$ cat src/rtl/vga_pkg.sv
// -----------------------------------------------------------------------------
// vga_pkg -- shared VGA timing constants and types.
//
// Holds the 640x480@60 timing numbers, the pixel coordinate width, the bundle
// of per-pixel control flags that travels down the sync delay line, and a
// small range-decode helper used for the sync pulse windows.
// -----------------------------------------------------------------------------
package vga_pkg;

  // Pixel coordinate width; wide enough for an 800-count line.
  localparam int COORD_W = 11;
  typedef logic [COORD_W-1:0] coord_t;

  // Horizontal timing in pixel clocks.
  localparam int H_ACTIVE = 640;
  localparam int H_FRONT  = 16;
  localparam int H_SYNC   = 96;
  localparam int H_BACK   = 48;
  localparam int H_TOTAL  = H_ACTIVE + H_FRONT + H_SYNC + H_BACK;

  // Vertical timing in lines.
  localparam int V_ACTIVE = 480;
  localparam int V_FRONT  = 10;
  localparam int V_SYNC   = 2;
  localparam int V_BACK   = 33;
  localparam int V_TOTAL  = V_ACTIVE + V_FRONT + V_SYNC + V_BACK;

  // Control flags that must stay aligned with the colour pipeline.
  // Syncs are carried active-low, exactly as they leave the chip.
  typedef struct packed {
    logic active;
    logic hs_n;
    logic vs_n;
  } sync_flags_t;

  // Value of a flag bundle during reset and blanking: no picture, no sync.
  localparam sync_flags_t SYNC_IDLE = '{active: 1'b0, hs_n: 1'b1, vs_n: 1'b1};

  // True when lo <= v < hi.
  function automatic logic in_range(input coord_t v, input int lo, input int hi);
    return (v >= coord_t'(lo)) && (v < coord_t'(hi));
  endfunction

endpackage

$ cat src/rtl/sync_delay_line.sv
// -----------------------------------------------------------------------------
// sync_delay_line -- enable-qualified shift register for {active, hs, vs}.
//
// Delays the decoded timing flags by DEPTH enabled cycles so they line up with
// the colour returned by the object mux for the same pixel.
//
// Ports
//   clk      in   system clock, rising edge
//   resetN   in   asynchronous active-low reset; clears every stage to idle
//   en_i     in   pixel enable; the line shifts only when high
//   flags_i  in   undelayed flags decoded from the counters
//   flags_o  out  flags delayed by DEPTH enabled cycles
// -----------------------------------------------------------------------------
module sync_delay_line
  import vga_pkg::*;
#(
  parameter int DEPTH = 1
) (
  input  logic        clk,
  input  logic        resetN,
  input  logic        en_i,
  input  sync_flags_t flags_i,
  output sync_flags_t flags_o
);

  sync_flags_t stage_q [DEPTH];

  // NOTE: every stage of this storage array is reset, not just the head; a
  // stale sync bit left in the line would leave as a spurious pulse after reset.
  always_ff @(posedge clk or negedge resetN) begin
    if (!resetN) begin
      for (int i = 0; i < DEPTH; i++) stage_q[i] <= SYNC_IDLE;
    end else if (en_i) begin
      stage_q[0] <= flags_i;
      for (int i = 1; i < DEPTH; i++) stage_q[i] <= stage_q[i-1];
    end
  end

  assign flags_o = stage_q[DEPTH-1];

endmodule

$ cat src/rtl/vga_display_driver.sv
// -----------------------------------------------------------------------------
// vga_display_driver -- VGA raster timing generator and output stage.
//
// Counts pixels and lines, hands the current coordinate to the drawing objects,
// delays the blanking/sync decode by LATENCY enabled cycles to meet the colour
// coming back from the object mux, then registers colour, blank and syncs for
// the DAC. Outputs therefore trail their coordinate by LATENCY+1 enabled cycles.
// Timing defaults to the shared 640x480@60 constants; the overrides exist so
// the same logic can be run on a shortened raster.
//
// Ports
//   clk           in   system clock, rising edge
//   resetN        in   asynchronous active-low reset
//   pxlEn         in   pixel-rate enable; nothing advances while low
//   redIn/greenIn/blueIn  in  8-bit colour from the object mux
//   pixelX/pixelY out  current horizontal / vertical count
//   startOfFrame  out  high on the last pixel of a frame, before pixel (0,0)
//   vgaR/vgaG/vgaB out 8-bit colour to the DAC, zero while blanked
//   vgaHS/vgaVS   out  active-low horizontal / vertical sync
//   vgaBlankN     out  high during visible pixels
// -----------------------------------------------------------------------------
module vga_display_driver
  import vga_pkg::*;
#(
  parameter int LATENCY    = 1,
  parameter int P_H_ACTIVE = H_ACTIVE,
  parameter int P_H_FRONT  = H_FRONT,
  parameter int P_H_SYNC   = H_SYNC,
  parameter int P_H_BACK   = H_BACK,
  parameter int P_V_ACTIVE = V_ACTIVE,
  parameter int P_V_FRONT  = V_FRONT,
  parameter int P_V_SYNC   = V_SYNC,
  parameter int P_V_BACK   = V_BACK
) (
  input  logic               clk,
  input  logic               resetN,
  input  logic               pxlEn,
  input  logic [7:0]         redIn,
  input  logic [7:0]         greenIn,
  input  logic [7:0]         blueIn,
  output logic [COORD_W-1:0] pixelX,
  output logic [COORD_W-1:0] pixelY,
  output logic               startOfFrame,
  output logic [7:0]         vgaR,
  output logic [7:0]         vgaG,
  output logic [7:0]         vgaB,
  output logic               vgaHS,
  output logic               vgaVS,
  output logic               vgaBlankN
);

  localparam int HS_START = P_H_ACTIVE + P_H_FRONT;
  localparam int HS_END   = HS_START + P_H_SYNC;
  localparam int HTOTAL   = HS_END + P_H_BACK;
  localparam int VS_START = P_V_ACTIVE + P_V_FRONT;
  localparam int VS_END   = VS_START + P_V_SYNC;
  localparam int VTOTAL   = VS_END + P_V_BACK;

  if (LATENCY < 1 || LATENCY > 4) begin : g_latency_check
    $error("vga_display_driver: LATENCY must be in 1..4");
  end

  // ---------------------------------------------------------------------------
  // Raster counters
  // ---------------------------------------------------------------------------
  coord_t h_cnt_q, h_cnt_d;
  coord_t v_cnt_q, v_cnt_d;
  logic   h_last, v_last;

  // NOTE: combinational blocks use blocking '=' and give every output a
  // default before any branch, so no path leaves a value held (no latch).
  always_comb begin
    h_last  = (h_cnt_q == coord_t'(HTOTAL - 1));
    v_last  = (v_cnt_q == coord_t'(VTOTAL - 1));
    h_cnt_d = h_last ? '0 : h_cnt_q + 1'b1;
    v_cnt_d = v_cnt_q;
    // The line counter moves only on the line wrap; on the last line this is
    // a single joint step back to (0,0).
    if (h_last) v_cnt_d = v_last ? '0 : v_cnt_q + 1'b1;
  end

  // NOTE: clocked blocks use non-blocking '<=' so every register samples the
  // values from before the edge, independent of statement order.
  always_ff @(posedge clk or negedge resetN) begin
    if (!resetN) begin
      h_cnt_q <= '0;
      v_cnt_q <= '0;
    end else if (pxlEn) begin
      h_cnt_q <= h_cnt_d;
      v_cnt_q <= v_cnt_d;
    end
  end

  assign pixelX = h_cnt_q;
  assign pixelY = v_cnt_q;

  // Undelayed: objects see it on the last pixel and latch per-frame state
  // before (0,0). It follows the counters, so it stays high while pxlEn is
  // low at that position and is low in reset.
  assign startOfFrame = h_last && v_last;

  // ---------------------------------------------------------------------------
  // Timing decode and alignment with the object-mux latency
  // ---------------------------------------------------------------------------
  sync_flags_t raw_flags, dly_flags;

  always_comb begin
    raw_flags        = SYNC_IDLE;
    raw_flags.active = (h_cnt_q < coord_t'(P_H_ACTIVE)) && (v_cnt_q < coord_t'(P_V_ACTIVE));
    raw_flags.hs_n   = !in_range(h_cnt_q, HS_START, HS_END);
    raw_flags.vs_n   = !in_range(v_cnt_q, VS_START, VS_END);
  end

  sync_delay_line #(
    .DEPTH (LATENCY)
  ) u_sync_delay_line (
    .clk     (clk),
    .resetN  (resetN),
    .en_i    (pxlEn),
    .flags_i (raw_flags),
    .flags_o (dly_flags)
  );

  // ---------------------------------------------------------------------------
  // Output register: colour is forced to black outside the visible area,
  // whatever the object mux is driving.
  // ---------------------------------------------------------------------------
  logic [7:0] vga_r_q, vga_r_d;
  logic [7:0] vga_g_q, vga_g_d;
  logic [7:0] vga_b_q, vga_b_d;
  logic       hs_n_q, vs_n_q, blank_n_q;

  always_comb begin
    vga_r_d = '0;
    vga_g_d = '0;
    vga_b_d = '0;
    if (dly_flags.active) begin
      vga_r_d = redIn;
      vga_g_d = greenIn;
      vga_b_d = blueIn;
    end
  end

  always_ff @(posedge clk or negedge resetN) begin
    if (!resetN) begin
      vga_r_q   <= '0;
      vga_g_q   <= '0;
      vga_b_q   <= '0;
      hs_n_q    <= 1'b1;
      vs_n_q    <= 1'b1;
      blank_n_q <= 1'b0;
    end else if (pxlEn) begin
      vga_r_q   <= vga_r_d;
      vga_g_q   <= vga_g_d;
      vga_b_q   <= vga_b_d;
      hs_n_q    <= dly_flags.hs_n;
      vs_n_q    <= dly_flags.vs_n;
      blank_n_q <= dly_flags.active;
    end
  end

  assign vgaR      = vga_r_q;
  assign vgaG      = vga_g_q;
  assign vgaB      = vga_b_q;
  assign vgaHS     = hs_n_q;
  assign vgaVS     = vs_n_q;
  assign vgaBlankN = blank_n_q;

endmodule

$ cat config.mk
export PLATFORM = sky130hd
export DESIGN_NAME = vga_display_driver
export DESIGN_NICKNAME = d
export VERILOG_FILES = /design/src/rtl/vga_pkg.sv /design/src/rtl/sync_delay_line.sv /design/src/rtl/vga_display_driver.sv
export SDC_FILE = /design/constraint.sdc
export NUM_CORES = 1
export LEC_CHECK = 0
export ABC_CLOCK_PERIOD_IN_PS = 2250
export CAP_MARGIN = 20
export CORE_ASPECT_RATIO = 0.75
export CORE_MARGIN = 2
export CORE_UTILIZATION = 46
export CTS_CLUSTER_DIAMETER = 50
export DETAILED_ROUTE_END_ITERATION = 6
export MAX_ROUTING_LAYER = met4
export PLACE_DENSITY = 0.89
export SETUP_SLACK_MARGIN = 0.5
export SLEW_MARGIN = 10
export SYNTH_ARGS = -nofsm -noshare
export SYNTH_HDL_FRONTEND = slang
export SYNTH_SLANG_ARGS = --single-unit
$ cat constraint.sdc
create_clock -name clk -period 2.25 [get_ports clk]
set_input_delay 0.225 -clock clk [delete_from_list [all_inputs] [get_ports clk]]
set_output_delay 0.225 -clock clk [all_outputs]
set_load 0.01 [all_outputs]
-- Word-level counts from Yosys, hierarchy flattened
Index checks and enable logic that the tools add are counted.
- $add $sub $neg: 2
- reductions and logical operators: 7
- equality and inequality tests: 2
- multiplexer cells: 5
- order comparisons: 6
- operator list (kind ; count):
    two-way mux 8 bit ; 3
    adder 11 x 1 -> 11 bit (second input constant) ; 2
    equality test 11 x 10 -> 1 bit (second input constant) ; 2
    less-than comparator 11 x 10 -> 1 bit (second input constant) ; 2
    less-than comparator 11 x 9 -> 1 bit (second input constant) ; 2
    two-way mux 11 bit ; 2
    greater-or-equal comparator 11 x 10 -> 1 bit (second input constant) ; 1
    greater-or-equal comparator 11 x 9 -> 1 bit (second input constant) ; 1
    logical AND 1 bit ; 4
    zero test 1 bit ; 2
    AND reduction 2 bit ; 1
- register bits after elaboration: 52
- input port bits: 27
- logic and storage cells: 33
- output and inout bits: 50

-- Depth between registers and ports, before layout
- word-level depth: 3
- gate-level depth with buffers: 8

-- By module
Synthesis repeated with hierarchy kept, for this count alone.
- cells, all modules: 254
- area, all modules: 2439.8 um^2
- by module, submodules not included (module ; sequential area each (um^2) ; area each (um^2) ; cells each ; instances):
    vga_display_driver ; 1228.7 ; 2328.5 ; 248 ; 1
    sync_delay_line ; 77.6 ; 111.4 ; 6 ; 1

-- Least setup slack after synthesis
OpenSTA, ideal clock, no wires.
- kind: reg-to-reg
- from: register h_cnt_q[0], in the netlist pixelX[0]
- to: register v_cnt_q[4], in the netlist pixelY[4]
- setup slack: 0.599 ns
- cell stages (with the launch flop): 8
- period minus slack after synthesis: 1.651 ns
- arrival time: 1.527 ns
- required time: 2.127 ns
- cell sequence: dfrtp_1 ha_1 and4_1 buf_6 and3_1 buf_6 and3_1 mux2i_1
- word-level cells in the longest chain between the ends: 2
- RTL lines (item ; RTL line ; RTL):
    from (decl) ; vga_display_driver.sv:66 ; coord_t h_cnt_q, h_cnt_d;
    from (signal assigned) ; vga_display_driver.sv:89 ; h_cnt_q <= h_cnt_d;
    equality test 11 x 10 -> 1 bit ; vga_display_driver.sv:73 ; h_last = (h_cnt_q == coord_t'(HTOTAL - 1));
    AND reduction 2 bit (no line) ; - ;
    to (signal assigned) ; vga_display_driver.sv:90 ; v_cnt_q <= v_cnt_d;
    to (decl) ; vga_display_driver.sv:67 ; coord_t v_cnt_q, v_cnt_d;
No other way between the ends.
A chain may end at the register's enable or synchronous reset.

-- Worst setup path in the final report
- from: register v_cnt_q[4], in the netlist pixelY[4]
- to: output port startOfFrame
- word-level cells in the longest chain between the ends: 2
- RTL lines (item ; RTL line ; RTL):
    equality test 11 x 10 -> 1 bit ; vga_display_driver.sv:74 ; v_last = (v_cnt_q == coord_t'(VTOTAL - 1));
    logical AND 1 bit ; vga_display_driver.sv:100 ; assign startOfFrame = h_last && v_last;
    to (decl) ; vga_display_driver.sv:43 ; output logic startOfFrame,
No other way between the ends.

==> flow_metrics.tcl <==
set metrics [dict create \
    post-route-drc-count 0 \
    hp-class "primary input to flop" \
    max_freq_ghz 0.580 \
    worstHoldEndpoint "pixelX[4]" \
    yosysSeqAreaShare 0.528 \
    htree_num_levels 2 \
    postRouteWirelength_um 6100 \
    cp_max_fo 2 \
    synth_fp_nets 287 \
    async_flop_share 1.00 \
    synth_top_area_cell "dfrtp_1" \
    critPathCaptureType "output port" \
    worstSkewPairLatency_ps 300 \
    regToRegStartpoint "pixelX[1]" \
    syn_inst 257 \
    status "completed" \
    drv_slew 0 \
    ys_types 37 \
    r2r_end "pixelY[2]" \
    rsz0062_at_grt "yes" \
    max-cap-violations 0 \
    setup_viol 0 \
    grt_pass1_wl_um 9880 \
    relSlewSlack 0.527 \
    synth-edff-count 0 \
    first_pass_iters 5 \
    portBuffers 76 \
    viasPerCell 5.20 \
    synth.ff_latch_count 52 \
    setup-tns-final_ps 0 \
    max-vdd-ir-drop_mv 0.579 \
    die_y_um 67.5 \
    synth-main-ff-cell "dfrtp_1" \
    yosysTopAreaCellShare 0.485 \
    routedWlPerCell_um 14.6 \
    cts_tree "built" \
    drive_above_1_share 0.142 \
    synth_common_cells "dfrtp_1, nand3_1, inv_1" \
    grt_antenna_before_repair 0 \
    syn_avg_cell_area_um2 9.63 \
    synthesis.area_mm2 0.00248 \
    critical_path_required_ps 2030 \
    vias 2180 \
    grt_overflow 0 \
    crit_type "flop to output port" \
    ant_nets 0 \
    clkSinkCount 52 \
    final_util 0.668 \
    ys_warn_count 0 \
    hold_depth 3 \
    crit_arrival_ps 1500 \
    nets 373 \
    cts_buffers 5 \
    nFillCells 421 \
    place.gp.congestion 0.905 \
    path_clk_slew_ps 90 \
    power.density_mw_per_mm2 635 \
    grt_pass1_vias 2093 \
    rr_worst_depth 6 \
    cts_root_buf "clkbuf_8" \
    clockBufferDepth 2 \
    grt_max_degree 59 \
    area_growth_pct 42.0 \
    core_mm2 0.00527 \
    antenna_cells 0 \
    seqCellArea_mm2 0.00132 \
    leakagePower_nw 1.51 \
    post-synth-top-count-cell "dfrtp_1" \
    tightest_slew_ps 709 \
    rows 23 \
    die_w_um 88.7 \
    dp_hpwl_um 4140 \
    drt_iter0_markers 95 \
    skew_ps 5.02 \
    fin_crit_sh 0.766 \
    r2r_setup_slack_ps 530 \
    dieArea_mm2 0.00599 \
    multiInputGateArea_mm2 0.00101 \
    crit_path_start_kind "flop" \
    synth.area.top_cells "dfrtp_1, nand3_1, o21ai_0" \
    finalHoldViolCount 0 \
    ios 77 \
    min_period_ps 1720 \
    track_usage 0.218 \
    hold_start "pxlEn" \
    start_util 0.470 \
]
[worst max path at each step]
stage / to / cells after the start / slack [ps] / start
floorplan: pixelY[4] / 7 / 600 / pixelX[0]
CTS: pixelY[2] / 6 / 540 / pixelX[0]
finish: startOfFrame / 4 / 530 / pixelY[4]
detailed placement: startOfFrame / 6 / 260 / pixelY[0]
global route: startOfFrame / 4 / 380 / pixelY[4]
global placement: startOfFrame / 4 / 330 / pixelY[8]
[critical path, stage by stage, from the launching register on]
cell and delay [ps]:
dfrtp_2 440, nor4_4 340, nand4_1 180, nor2_1 110, buf_2 130
[state kept, by name (all words and copies together), names as in the netlist]
signal	cells
vgaR	8
vgaG	8
pixelY	11
pixelX	11
vgaHS	1
vgaVS	1
u_sync_delay_line.flags_o	3
vgaBlankN	1
vgaB	8
[cell type report]
type,count,share of cell area
clock inverters,2,0.00996
inverters,30,0.0320
multi-input cells,161,0.287
repair buffers,93,0.249
clock buffers,6,0.0206
flip-flops and latches,52,0.374
well taps,75,0.0267
[kinds of logic after synthesis]
kind of cell               count (synthesis)  share of synthesized area
buffers and inverters                     44                     0.0768
muxes                                     10                     0.0419
AOI/OAI and AO/OA                         41                     0.0869
xor gates and xnor gates                   9                     0.0318
adders and majority gates                  3                     0.0152
and+or+nand+nor                           98                      0.220
DFF                                       52                      0.528
[repair_timing]
action                                 4_1_cts  5_1_grt
resized for setup                           18        2
pin swaps                                    6        0
hold buffers                                 1        0
endpoints found under the hold margin       22        0
buffers inserted                            11        0
setup endpoints to repair                   10        8
[where the power goes]
part | internal, mW | switching [mW] | leakage [nW]
clock network | 0.331 | 0.302 | 0.0552
registers | 1.03 | 0.0945 | 0.650
logic | 0.268 | 0.211 | 0.801
total | 1.63 | 0.607 | 1.51
[layer usage]
layer  vias up  GRT usage  part of all wire
met5         -          -                 0
li1       1048          -                 -
met2        86      0.355              0.47
met3        13     0.0550             0.070
met4         0     0.0682             0.018
met1      1033      0.269              0.44
[cell usage in the layout, fill, tap and decap left out, types with 5 or more instances in the layout]
cell type        synthesis  layout
o21ai_0                 29      29
nand2_1                 18      18
buf_4                    0      16
clkdlybuf4s50_1          0      73
nand3_1                 32      32
mux2i_1                  7       7
clkbuf_8                 0       5
inv_1                   30      30
nand4_1                  9       9
xor2_1                   5       5
dfrtp_2                  0       8
dfrtp_1                 48      40
a21oi_1                  8       8
nor2_1                  10      10
[per-stage QoR]
| step | worst slack (ps) | instances | cell area, µm² | hold slack, ps | power, mW |
|---|---|---|---|---|---|
| floorplan | 599 | 257 | 2480 | -70.6 | 1.32 |
| global placement | 331 | 399 | 3280 | 269 | 1.58 |
| detailed placement | 263 | 399 | 3280 | 280 | 1.59 |
| CTS | 538 | 419 | 3510 | 438 | 2.25 |
| global route | 379 | 419 | 3520 | 412 | 2.35 |
| finish | 527 | 419 | 3520 | 409 | 2.23 |
Power figures use the tool's default switching activity.
